`config.mk`:
```
export PLATFORM = sky130hd
export DESIGN_NAME = mem_port_arbiter
export DESIGN_NICKNAME = d
export VERILOG_FILES = /design/src/rtl/mem_port_arbiter_pkg.sv /design/src/rtl/arb_starve_counter.sv /design/src/rtl/mem_port_arbiter.sv
export SDC_FILE = /design/constraint.sdc
export NUM_CORES = 1
export LEC_CHECK = 0
export CAP_MARGIN = 20
export CORE_AREA = 3 3 105 107
export CTS_CLUSTER_DIAMETER = 80
export DETAILED_ROUTE_END_ITERATION = 10
export DIE_AREA = 0 0 108 110
export DONT_BUFFER_PORTS = 1
export SLEW_MARGIN = 20
export SYNTH_ARGS = -nofsm -noshare
export SYNTH_HDL_FRONTEND = slang
export SYNTH_SLANG_ARGS = --single-unit
```
`constraint.sdc`:
```
create_clock -name clk -period 1.3 [get_ports clk]
set_input_delay 0.26 -clock clk [delete_from_list [all_inputs] [get_ports clk]]
set_output_delay 0.26 -clock clk [all_outputs]
set_load 0.01 [all_outputs]
```
`src/rtl/mem_port_arbiter_pkg.sv`:
```
// mem_port_arbiter_pkg
//   Shared types and constants for the fetch/LSU memory port arbiter: lock-state
//   encodings, port-select constants, default widths and the starvation-counter
//   width helper.
//   Ports: none (package).
package mem_port_arbiter_pkg;

   // Lock state of the shared memory port.
   typedef enum logic [1:0] {
      StIdle  = 2'd0,
      StLockI = 2'd1,
      StLockD = 2'd2
   } lock_state_e;

   // Which requester currently drives the memory port.
   typedef enum logic [1:0] {
      SelNone = 2'd0,
      SelI    = 2'd1,
      SelD    = 2'd2
   } port_sel_e;

   localparam int unsigned DefAddrWidth = 32;
   localparam int unsigned DefDataWidth = 32;

   // Bits needed to hold 0..limit inclusive.
   function automatic int unsigned starve_cnt_width(input int unsigned limit);
      return $clog2(limit + 1);
   endfunction

endpackage

```
`src/rtl/arb_starve_counter.sv`:
```
// arb_starve_counter
//   Saturating counter of data completions seen while fetch is waiting.
//   Clear wins over increment; the count holds once it reaches LIMIT.
//   Ports:
//     clk         - clock
//     rst_n       - asynchronous active-low reset
//     inc_i       - count one data completion
//     clr_i       - return count to zero
//     at_limit_o  - count equals LIMIT
module arb_starve_counter
   import mem_port_arbiter_pkg::*;
#(
   parameter int unsigned LIMIT = 4
) (
   input  logic clk,
   input  logic rst_n,
   input  logic inc_i,
   input  logic clr_i,
   output logic at_limit_o
);

   localparam int unsigned CntW = starve_cnt_width(LIMIT);

   logic [CntW-1:0] cnt_q, cnt_d;

   assign at_limit_o = (cnt_q == CntW'(LIMIT));

   always_comb begin
      cnt_d = cnt_q;
      if (clr_i) begin
         cnt_d = '0;
      end else if (inc_i && !at_limit_o) begin
         cnt_d = cnt_q + 1'b1;
      end
   end

   always_ff @(posedge clk or negedge rst_n) begin
      if (!rst_n) begin
         cnt_q <= '0;
      end else begin
         cnt_q <= cnt_d;
      end
   end

endmodule

```
`src/rtl/mem_port_arbiter.sv`:
```
// mem_port_arbiter
//   Shares one single-ported valid/ready memory between the fetch stage (i_*)
//   and the load/store unit (d_*). Data has priority; a grant stays locked to
//   its side until the memory completes or that side drops valid. All paths
//   are combinational, so the block adds no latency.
//   Optional starvation guard: define MEM_ARB_STARVE_GUARD_EN to grant fetch
//   after STARVE_LIMIT consecutive data completions while fetch waits.
//   Ports:
//     clk, rst_n                       - clock, asynchronous active-low reset
//     i_valid_i/i_ready_o/i_addr_i/i_rdata_o            - fetch port
//     d_valid_i/d_ready_o/d_addr_i/d_wdata_i/d_we_i/d_rdata_o - data port
//     mem_valid_o/mem_ready_i/mem_addr_o/mem_wdata_o/mem_we_o/mem_rdata_i
//                                      - physical memory port
//     grant_d_o                        - data side currently selected
module mem_port_arbiter
   import mem_port_arbiter_pkg::*;
#(
   parameter int unsigned ADDR_WIDTH   = DefAddrWidth,
   parameter int unsigned DATA_WIDTH   = DefDataWidth,
   parameter int unsigned STARVE_LIMIT = 4
) (
   input  logic                  clk,
   input  logic                  rst_n,
   // Fetch side
   input  logic                  i_valid_i,
   output logic                  i_ready_o,
   input  logic [ADDR_WIDTH-1:0] i_addr_i,
   output logic [DATA_WIDTH-1:0] i_rdata_o,
   // Data side
   input  logic                  d_valid_i,
   output logic                  d_ready_o,
   input  logic [ADDR_WIDTH-1:0] d_addr_i,
   input  logic [DATA_WIDTH-1:0] d_wdata_i,
   input  logic [3:0]            d_we_i,
   output logic [DATA_WIDTH-1:0] d_rdata_o,
   // Memory side
   output logic                  mem_valid_o,
   input  logic                  mem_ready_i,
   output logic [ADDR_WIDTH-1:0] mem_addr_o,
   output logic [DATA_WIDTH-1:0] mem_wdata_o,
   output logic [3:0]            mem_we_o,
   input  logic [DATA_WIDTH-1:0] mem_rdata_i,
   // Debug
   output logic                  grant_d_o
);

   lock_state_e state_q, state_d;
   port_sel_e   sel;
   logic        force_fetch;

   // Effective selection. A lock only holds while its owner keeps valid high,
   // so an abandoned lock falls through to fresh arbitration in the same cycle.
   always_comb begin
      sel = SelNone;
      if (state_q == StLockI && i_valid_i) begin
         sel = SelI;
      end else if (state_q == StLockD && d_valid_i) begin
         sel = SelD;
      end else if (d_valid_i && !force_fetch) begin
         sel = SelD;
      end else if (i_valid_i) begin
         sel = SelI;
      end
   end

   always_comb begin
      mem_valid_o = (sel != SelNone) && rst_n;
      grant_d_o   = (sel == SelD) && rst_n;
      mem_addr_o  = (sel == SelD) ? d_addr_i : i_addr_i;
      mem_wdata_o = (sel == SelD) ? d_wdata_i : '0;
      mem_we_o    = (grant_d_o && mem_valid_o) ? d_we_i : 4'h0;
      i_ready_o   = mem_ready_i && mem_valid_o && (sel == SelI) && i_valid_i;
      d_ready_o   = mem_ready_i && mem_valid_o && (sel == SelD) && d_valid_i;
      i_rdata_o   = mem_rdata_i;
      d_rdata_o   = mem_rdata_i;
   end

   // Lock onto whichever side is stalled by the memory; otherwise re-arbitrate.
   always_comb begin
      state_d = StIdle;
      if (mem_valid_o && !mem_ready_i) begin
         state_d = (sel == SelD) ? StLockD : StLockI;
      end
   end

   always_ff @(posedge clk or negedge rst_n) begin
      if (!rst_n) begin
         state_q <= StIdle;
      end else begin
         state_q <= state_d;
      end
   end

`ifdef MEM_ARB_STARVE_GUARD_EN
   logic starve_at_limit;

   arb_starve_counter #(
      .LIMIT (STARVE_LIMIT)
   ) u_starve_counter (
      .clk        (clk),
      .rst_n      (rst_n),
      .inc_i      (d_ready_o && i_valid_i),
      .clr_i      (i_ready_o || !i_valid_i),
      .at_limit_o (starve_at_limit)
   );

   assign force_fetch = i_valid_i && starve_at_limit;
`else
   logic unused_starve_limit;

   assign unused_starve_limit = (STARVE_LIMIT != 0);
   assign force_fetch         = 1'b0;
`endif

endmodule

```
==> metrics.yaml, run 1 <==
status:
  status: "complete, but fails checks"
  violations: "setup timing"
place:
  portBuffers: 0
  gp_congestion: 0.693
  dp_hpwl_mm: 5.68
  place_ws_ps: -155
  post_dp_cell_area_um2: 1640
sta:
  grt_setup_unrepaired: "yes"
  period_share_pct: 127
  holdWs_ps: 121
  fin_tns_setup_ps: -19860
  fmax_ghz: 0.608
  setup_ws_ps: -346
  setup_viol: 71
  worst_pin_slew_ps: 518
  period_needed_ps: 1650
  hold_viol_final: 0
  relSlewSlack_pct: 65.4
  finalMaxSlewViolations: 0
  finClkSkew_ps: 3.40
critical_path:
  crit_arrival_ps: 1390
  worst-path-buf-inv: 1
  r2r_cells: 3
  critPathKind: "flip-flop to output port"
  cp-start-kind: "flip-flop"
  end_kind: "output port"
  path_cells: "and3b_4 > buf_12 > o211ai_1"
  cp_slowest_stage_delay_ps: 420
  cp_top_family: "flip-flops"
  slowest_stage: "dfrtp_2"
  cp_data_required_time_ps: 1040
  critPathMaxFanout: 17
  worst-path-stages: 3
routing:
  vias: 1737
  top_layer: "met4"
  wl_met3_um: 815
  postRouteAntennaNets: 0
  post-route-drc-count: 0
  avgRoutedWirePerCell_um: 22.5
  wl_met1_mm: 2.38
  first_iter_violations: 123
  routed_via_density: 5.14
  drt-total-wl_mm: 7.61
  first_pass_iters: 4
  wl_met2_mm: 4.30
power_and_ir_drop:
  p_per_area_nw_per_um2: 396
  swShare_pct: 37.2
  clockPowerShare_pct: 30.0
  p_switching_uw: 296
  p_int_uw: 500
  leakage_uw: 0.000604
  p_total_uw: 796
  ir_drop_uv: 236
  combPwrFrac_pct: 61.6
  seq_power_share_pct: 8.5
global_routing:
  grt_pass1_vias: 1614
  grt_usage_pct: 10.3
  grt-ovfl-total: 0
  grt_pass1_wl_mm: 9.17
  antenna_found_initial: 0
  grt_max_degree: 101
yosys:
  synth_edf_count: 0
  yosysUniqueCellTypes: 20
  syn-num-nets: 408
  ys_warn_count: 0
  synthFlopType: "dfrtp_1"
  syn_area_per_cell_um2: 6.85
  synth-seq-cells: 2
  synth_top_area_share_pct: 25.9
  synth.area.top_cells: "buf_4 (26%), nand4b_1 (15%), nand2b_1 (11%), and3_1 (11%), o211ai_1 (8.9%)"
  yosysTopAreaCell: "buf_4"
  syn-cell-area_um2: 1860
  synthArstFlopShare_pct: 100
  postSynthCellCount: 271
  ys_seq_area_share_pct: 2.70
cts:
  cts_buffer_depth: 2
  clkTransAtPathRegs_ps: 30
  cts.sinks: 2
  clock_tree.root_cell: "clkbuf_8"
  clk_latency_ps: 210
  cts_tree: "done"
  htree_levels: 1
  numCtsBuffers: 3
floorplanning:
  start_util_pct: 18.1
  dieHeight_um: 110
  dieArea_um2: 11900
  core-area_um2: 10200
  io_pins: 273
  rows: 37
  die_w_um: 108
finish:
  largest_register_ffs: 2
  reg.largest.list: "state_q x2"
  diodes: 0
  fill_cells: 1146
  drive_above_1_share_pct: 37.1
  largest_register: "state_q"
  syn2layout_area_growth_pct: 8.36
  fin_nets: 341
  stdcell_area_um2: 2010
worst_hold_path:
  worstHoldPathType: "primary input to flip-flop"
  hold_depth: 1
job:
  cap_violations: 0
[stage by stage]
stage          utilization, %  std cells
2_1_floorplan               -        271
3_3_place_gp             16.0        325
3_5_place_dp             16.0        325
4_1_cts                  18.1        333
5_1_grt                  19.7        338
6_report                 19.7        338
[cell usage after synthesis, drive strengths merged, types with 2 or more instances]
master and instances:
buf 74, nand2 34, nand2b 33, and3 32
nand4b 32, o211ai 32, clkbuf 19, nor3b 4
a211oi 2, dfrtp 2, nor3 2
[cells by family (layout without fill, tap and decap cells)]
kind of cell,after synthesis,in the layout,share of synthesized area [%]
compound gates,35,35,16.8
buf+inv,94,25,33.2
flops,2,2,2.70
simple gates,140,140,47.3
[power groups by stage]
stage / logic, uW / registers [uW] / clock network, uW
after floorplan: 591 / 67.2 / 0
after global placement: 402 / 67.0 / 0
after detailed placement: 410 / 67.2 / 0
after CTS: 461 / 67.1 / 246
after global routing: 523 / 67.6 / 255
final: 490 / 67.4 / 239
[worst paths after layout]
check / start / to / slack, ps
max in group asynchronous: rst_n / state_q[1] / 870
worst min register to register: state_q[1] / state_q[0] / 760
min in group asynchronous: rst_n / state_q[1] / 290
worst min-delay path: mem_ready_i / state_q[0] / 120
worst max-delay path: state_q[1] / mem_addr_o[12] / -350
worst max register to register: state_q[1] / state_q[1] / 110
[repair_timing]
item,4_1_cts,5_1_grt
cloned,2,2
gates resized for setup,31,39
setup buffers,2,4
hold buffers,1,0
endpoints found under the setup margin,71,71
endpoints found under the hold margin,2,0
pin swaps,27,13
[metal layers]
metal / GRT usage [%] / vias up
li1: - / 760
met1: 8.61 / 824
met2: 22.8 / 130
met3: 2.91 / 23
met4: 2.61 / 0
met5: 0 / -
[worst register-to-register path, stage by stage (launching register included)]
cell	delay (ps)
dfrtp_2	420
and3b_4	360
buf_12	190
nor3_1	80
[layout make-up]
| type | instances | area (um^2) | area share, % |
|---|---|---|---|
| Multi-Input combinational cell | 175 | 1510 | 75.1 |
| Timing Repair Buffer | 21 | 235 | 11.7 |
| Tap cell | 136 | 170 | 8.46 |
| Sequential cell | 2 | 51.3 | 2.55 |
| Clock buffer | 3 | 41.3 | 2.05 |
| Inverter | 1 | 3.75 | 0.187 |
[placed cells by master, fill, tap and decap left out, types with 3 or more instances in the layout]
cell	Yosys	final
nand2_1	34	34
and3_4	0	32
nand4b_1	32	32
nand2b_1	33	32
o211ai_1	22	22
o211ai_4	0	10
buf_6	2	8
buf_4	64	8
nor3b_4	0	4
clkbuf_8	0	3
buf_12	0	3
Power figures use the tool's default switching activity.
==> inputs of run 2 (changes only) <==
Clock period 1.3 ns to 1.6 ns, I/O delays scaled along.
==> run 2 against run 1 <==
The run still ends with setup timing left. First-iteration DRC count down 17%. Worst setup slack better by 250 ps. Global-route usage down 2.2 points. Die area did not move. Utilization fell by 0.16 points. Power decreased by 21%. Register-to-register slack gained 320 ps. Via count did not move. Sequential share of layout area barely moved. Routed wire length decreased by 13%. Critical path type unchanged.
==> metrics.yaml, run 2 (synthesis gave the netlist of run 1 again) <==
critical_path:
  reg2reg_from: "state_q[1]"
  critPathKind: "flip-flop to output port"
  cp_slowest_stage_delay_ps: 380  # -40 ps
  r2r_cells: 3  # unchanged
  end_kind: "output port"
  slowest_stage: "dfrtp_1"
  crit_arrival_ps: 1370  # -20 ps
  worst-path-buf-inv: 2  # +1
  cp_data_required_time_ps: 1280  # +240 ps
  critPathMaxFanout: 14  # -3
  path_cells: "buf_6 > and3b_4 > buf_12 > o211ai_1"
  cp-start-kind: "flip-flop"
  worstReg2RegEnd: "state_q[1]"
  r2r_setup_slack_ps: 430  # +320 ps
  cp_top_family: "flip-flops"
finish:
  reg.largest.list: "state_q x2"
  largest_register: "state_q"
  ff_latch_area_um2: 50.0  # -2.4%
  drive_above_1_share_pct: 36.3  # -0.81 points
  final_cell_mix: "nand2_1 (34), and3_4 (32), nand4b_1 (32), nand2b_1 (32), o211ai_1 (22)"
  syn2layout_area_growth_pct: 7.48
  layout_commonest_cell: "nand2_1"
  fill_cells: 1113  # -2.9%
  utilization_pct: 19.5  # -0.16 points
  diodes: 0  # unchanged
  fin_nets: 340  # -0.29%
  multi_input_area_um2: 1450  # -4.1%
  largest_register_ffs: 2  # unchanged
sta:
  grt_setup_unrepaired: "yes"
  relSlewSlack_pct: 65.0  # -0.39 points
  worst_pin_slew_ps: 524  # +5.90 ps
  setup_ws_ps: -93.1  # +253 ps
  period_needed_ps: 1690
  setup_viol: 63  # -11%
  finClkSkew_ps: 3.09  # -0.313 ps
  fmax_ghz: 0.591
  hold_viol_final: 0  # unchanged
  holdWs_ps: 186  # +65.5 ps
  period_share_pct: 106
  finalMaxSlewViolations: 0  # unchanged
job:
  cap_violations: 0  # unchanged
status:
  violations: "setup timing"
  status: "complete, but fails checks"
cts:
  cts_tree: "done"
  clk_latency_ps: 210  # about the same
  clock_tree.root_cell: "clkbuf_8"
  clkTransAtPathRegs_ps: 30  # about the same
  numCtsBuffers: 3  # unchanged
  cts_buffer_depth: 2  # unchanged
  htree_levels: 1  # unchanged
  cts.sinks: 2  # unchanged
routing:
  vias: 1737  # unchanged
  first_pass_iters: 4  # unchanged
  post-route-drc-count: 0  # unchanged
  routed_via_density: 5.15  # +0.30%
  postRouteAntennaNets: 0  # unchanged
  wl_met2_mm: 3.27  # -24%
  top_layer: "met4"
  first_iter_violations: 102  # -17%
  avgRoutedWirePerCell_um: 19.7  # -12%
  wl_met3_um: 528  # -35%
  drt-total-wl_mm: 6.65  # -13%
  wl_met1_mm: 2.68  # +12%
floorplanning:
  dieArea_um2: 11900  # unchanged
  dieHeight_um: 110  # unchanged
  io_pins: 273  # unchanged
  die_w_um: 108  # unchanged
  rows: 37  # unchanged
  core-area_um2: 10200  # unchanged
  start_util_pct: 18.1  # unchanged
global_routing:
  antenna_found_initial: 0  # unchanged
  grt_max_degree: 101  # unchanged
  grt-ovfl-total: 0  # unchanged
  grt_pass1_vias: 1516  # -6.1%
  grt_usage_pct: 8.09  # -2.2 points
  grt_pass1_wl_mm: 7.67  # -16%
worst_hold_path:
  min-delay-start: "mem_ready_i"
  min_to: "state_q[0]"
  worstHoldPathType: "primary input to flip-flop"
  hold_depth: 1  # unchanged
place:
  portBuffers: 0  # unchanged
  dp_hpwl_mm: 4.67  # -18%
  gp_congestion: 0.666  # -3.9%
power_and_ir_drop:
  ir_drop_uv: 568  # +140%
  p_per_area_nw_per_um2: 314  # -21%
  leakage_uw: 0.000640  # +6.0%
[run 2: cell types whose count changed in the layout (fill, tap and decap cells not counted), sizes merged]
cell / change
clkbuf: +2
buf: -3
[run 2: cell type report]
class | count | area share (%)
Multi-Input combinational cell | 175 | 72.6
Timing Repair Buffer | 20 | 14.1
Tap cell | 136 | 8.53
Sequential cell | 2 | 2.51
Clock buffer | 3 | 2.07
Inverter | 1 | 0.188
[run 2: where the power goes]
| group | total, uW | internal, uW | switching (uW) |
|---|---|---|---|
| clock network | 193 | 159 | 34.1 |
| registers | 54.3 | 52.7 | 1.52 |
| logic | 380 | 188 | 192 |
[run 2: what timing repair did]
item | in CTS | in global routing
endpoints found under the setup margin | 71 | 70
gates resized for setup | 16 | 43
pin swaps | 22 | 29
gates cloned | 0 | 3
setup buffers | 3 | 1
hold buffers | 1 | 0
endpoints found under the hold margin | 2 | 0
[run 2: worst max-delay path by stage]
stage,startpoint,to,cells after the start
after floorplan,state_q[0],mem_we_o[0],4
after global placement,state_q[0],mem_we_o[3],4
after detailed placement,state_q[0],mem_we_o[0],4
after CTS,state_q[0],mem_addr_o[16],4
after global routing,state_q[0],mem_addr_o[13],4
final,state_q[0],mem_addr_o[4],4
[run 2: routing by layer]
layer | up-vias | global-route usage, %
met3 | 27 | 1.57
met1 | 832 | 10.2
met4 | 0 | 3.16
li1 | 763 | -
met2 | 115 | 13.7
met5 | - | 0
[run 2: per-stage QoR]
step | area, um^2 | power (uW) | setup TNS (ps) | setup slack (ps) | std cells
after global routing | 2000 | 663 | -5840 | -153 | 337
after global placement | 1540 | 342 | 0 | 72.0 | 326
after floorplan | 1860 | 500 | 0 | 123 | 271
after CTS | 1700 | 564 | -2510 | -97.5 | 333
final | 2000 | 627 | -2460 | -93.1 | 337
after detailed placement | 1540 | 345 | 0 | 41.7 | 326
==> inputs of run 3 (changes only) <==
Settings changed: PLACE_DENSITY set to 0.39.
==> run 3 against run 2 <==
The run still ends with setup timing left. Clock power is 6% higher. Maximum frequency fell by 1.7%. Combinational power shrank 1%. Utilization unchanged. Global-route usage increased by 0.74 points. Worst setup slack worse by 29 ps. Sequential share of layout area increased by 0.13 points. Non-clock buffer count rose by 4.
==> metrics.yaml, run 3 (synthesis gave the netlist of run 1 again) <==
floorplanning:
  io_pins: 273  # unchanged
  die_w_um: 108  # unchanged
  dieArea_um2: 11900  # unchanged
  core-area_um2: 10200  # unchanged
  start_util_pct: 18.1  # unchanged
  dieHeight_um: 110  # unchanged
  rows: 37  # unchanged
routing:
  first_iter_violations: 116  # +14%
  post-route-drc-count: 0  # unchanged
  drt-total-wl_mm: 6.88  # +3.3%
  first_pass_iters: 4  # unchanged
  avgRoutedWirePerCell_um: 19.9  # +0.93%
  vias: 1681  # -3.2%
  postRouteAntennaNets: 0  # unchanged
  routed_via_density: 4.87  # -5.5%
critical_path:
  cp_data_required_time_ps: 1280  # about the same
  end_kind: "output port"
  critPathMaxFanout: 5  # -9
  cp-start-kind: "flip-flop"
  crit_arrival_ps: 1400  # +30 ps
  critPathKind: "flip-flop to output port"
power_and_ir_drop:
  leakage_uw: 0.000655  # +2.3%
  ir_drop_uv: 340  # -40%
  p_per_area_nw_per_um2: 320  # +1.8%
global_routing:
  grt_max_degree: 101  # unchanged
  grt_usage_pct: 8.83  # +0.74 points
  grt-ovfl-total: 0  # unchanged
  antenna_found_initial: 0  # unchanged
  grt_pass1_vias: 1534  # +1.2%
  grt_pass1_wl_mm: 8.30  # +8.2%
status:
  status: "complete, but fails checks"
  violations: "setup timing"
sta:
  setup_viol: 70  # +11%
  period_share_pct: 108  # +1.8 points
  setup_ws_ps: -122  # -28.9 ps
  finClkSkew_ps: 3.64  # +0.553 ps
  relSlewSlack_pct: 73.3  # +8.4 points
  grt_setup_unrepaired: "yes"
  worst_pin_slew_ps: 399  # -125 ps
  fmax_ghz: 0.581  # -1.7%
  hold_viol_final: 0  # unchanged
  finalMaxSlewViolations: 0  # unchanged
  holdWs_ps: 176  # -10.3 ps
  period_needed_ps: 1720  # +28.9 ps
cts:
  cts.sinks: 2  # unchanged
  cts_buffer_depth: 2  # unchanged
  clkTransAtPathRegs_ps: 30  # about the same
  clock_tree.root_cell: "clkbuf_8"
  numCtsBuffers: 3  # unchanged
  clk_latency_ps: 210  # about the same
  htree_levels: 1  # unchanged
  cts_tree: "done"
finish:
  diodes: 0  # unchanged
  largest_register_ffs: 2  # unchanged
  syn2layout_area_growth_pct: 7.48  # unchanged
  layout_commonest_cell: "nand2_1"
  multi_input_area_um2: 1460  # +0.78%
  final_cell_mix: "nand2_1 (34), and3_4 (32), nand4b_1 (32), nand2b_1 (32), o211ai_1 (22)"
  fin_nets: 348  # +2.4%
  fill_cells: 1142  # +2.6%
  drive_above_1_share_pct: 39.7  # +3.4 points
  reg.largest.list: "state_q x2"
  largest_register: "state_q"
  ff_latch_area_um2: 52.6  # +5.0%
place:
  place_ws_ps: -67.6  # -109 ps
  gp_congestion: 0.630  # -5.3%
  portBuffers: 0  # unchanged
  dp_hpwl_mm: 4.07  # -13%
job:
  cap_violations: 0  # unchanged
worst_hold_path:
  worstHoldPathType: "primary input to flip-flop"
-- run 3: worst max-delay path, cell delays in order (launching register included) --
cell and delay, ps:
dfrtp_2 450, buf_4 160, and3b_4 220, nor3b_2 210
buf_4 150
-- run 3: layer usage --
layer / GRT usage, % / up-vias / wire, um
met1: 11.9 / 796 / 2790
met5: 0 / - / 0
met3: 1.28 / 21 / 482
met2: 14.7 / 86 / 3520
li1: - / 778 / -
met4: 2.52 / 0 / 87
-- run 3: where the power goes --
part           internal (uW)  leakage (uW)  total [uW]  switching, uW
logic                    187      0.000609         376            190
clock network            160     0.0000216         205           45.3
registers               53.0     0.0000241        56.5           3.51
total                    399      0.000655         638            239
-- run 3: final cells by class --
class,count,area share [%]
multi-input cells,179,73.2
repair buffers,24,13.4
well taps,136,8.53
flip-flops and latches,2,2.63
clock buffers,3,2.07
inverters,1,0.188
-- run 3: final timing paths --
path                            slack (ps)          end        start  cells after the start
min in group asynchronous              340   state_q[0]        rst_n                      1
worst min register to register         840   state_q[0]   state_q[1]                      4
worst min-delay path                   180   state_q[0]  mem_ready_i                      1
worst max register to register         370   state_q[1]   state_q[1]                      4
max in group asynchronous             1120   state_q[1]        rst_n                      1
worst max-delay path                  -120  mem_we_o[3]   state_q[0]                      4
-- run 3: through the flow --
step / std cells / TNS (ps) / instance area (um^2) / util, % / total power, uW
finish: 345 / -5570 / 2000 / 19.5 / 638
global route: 345 / -8750 / 2000 / 19.5 / 676
CTS: 335 / -6030 / 1860 / 18.2 / 620
detailed placement: 323 / -1490 / 1500 / 14.6 / 343
global placement: 323 / -1370 / 1500 / 14.6 / 344
floorplan: 271 / 0 / 1860 / - / 500
-- run 3: what timing repair did --
action                     in CTS  in global routing
gates resized for setup        46                 20
gates cloned                    2                  3
setup endpoints to repair      71                 71
pin swaps                       5                 26
hold endpoints to repair        2                  0
setup buffers                   6                  8
hold buffers                    1                  0
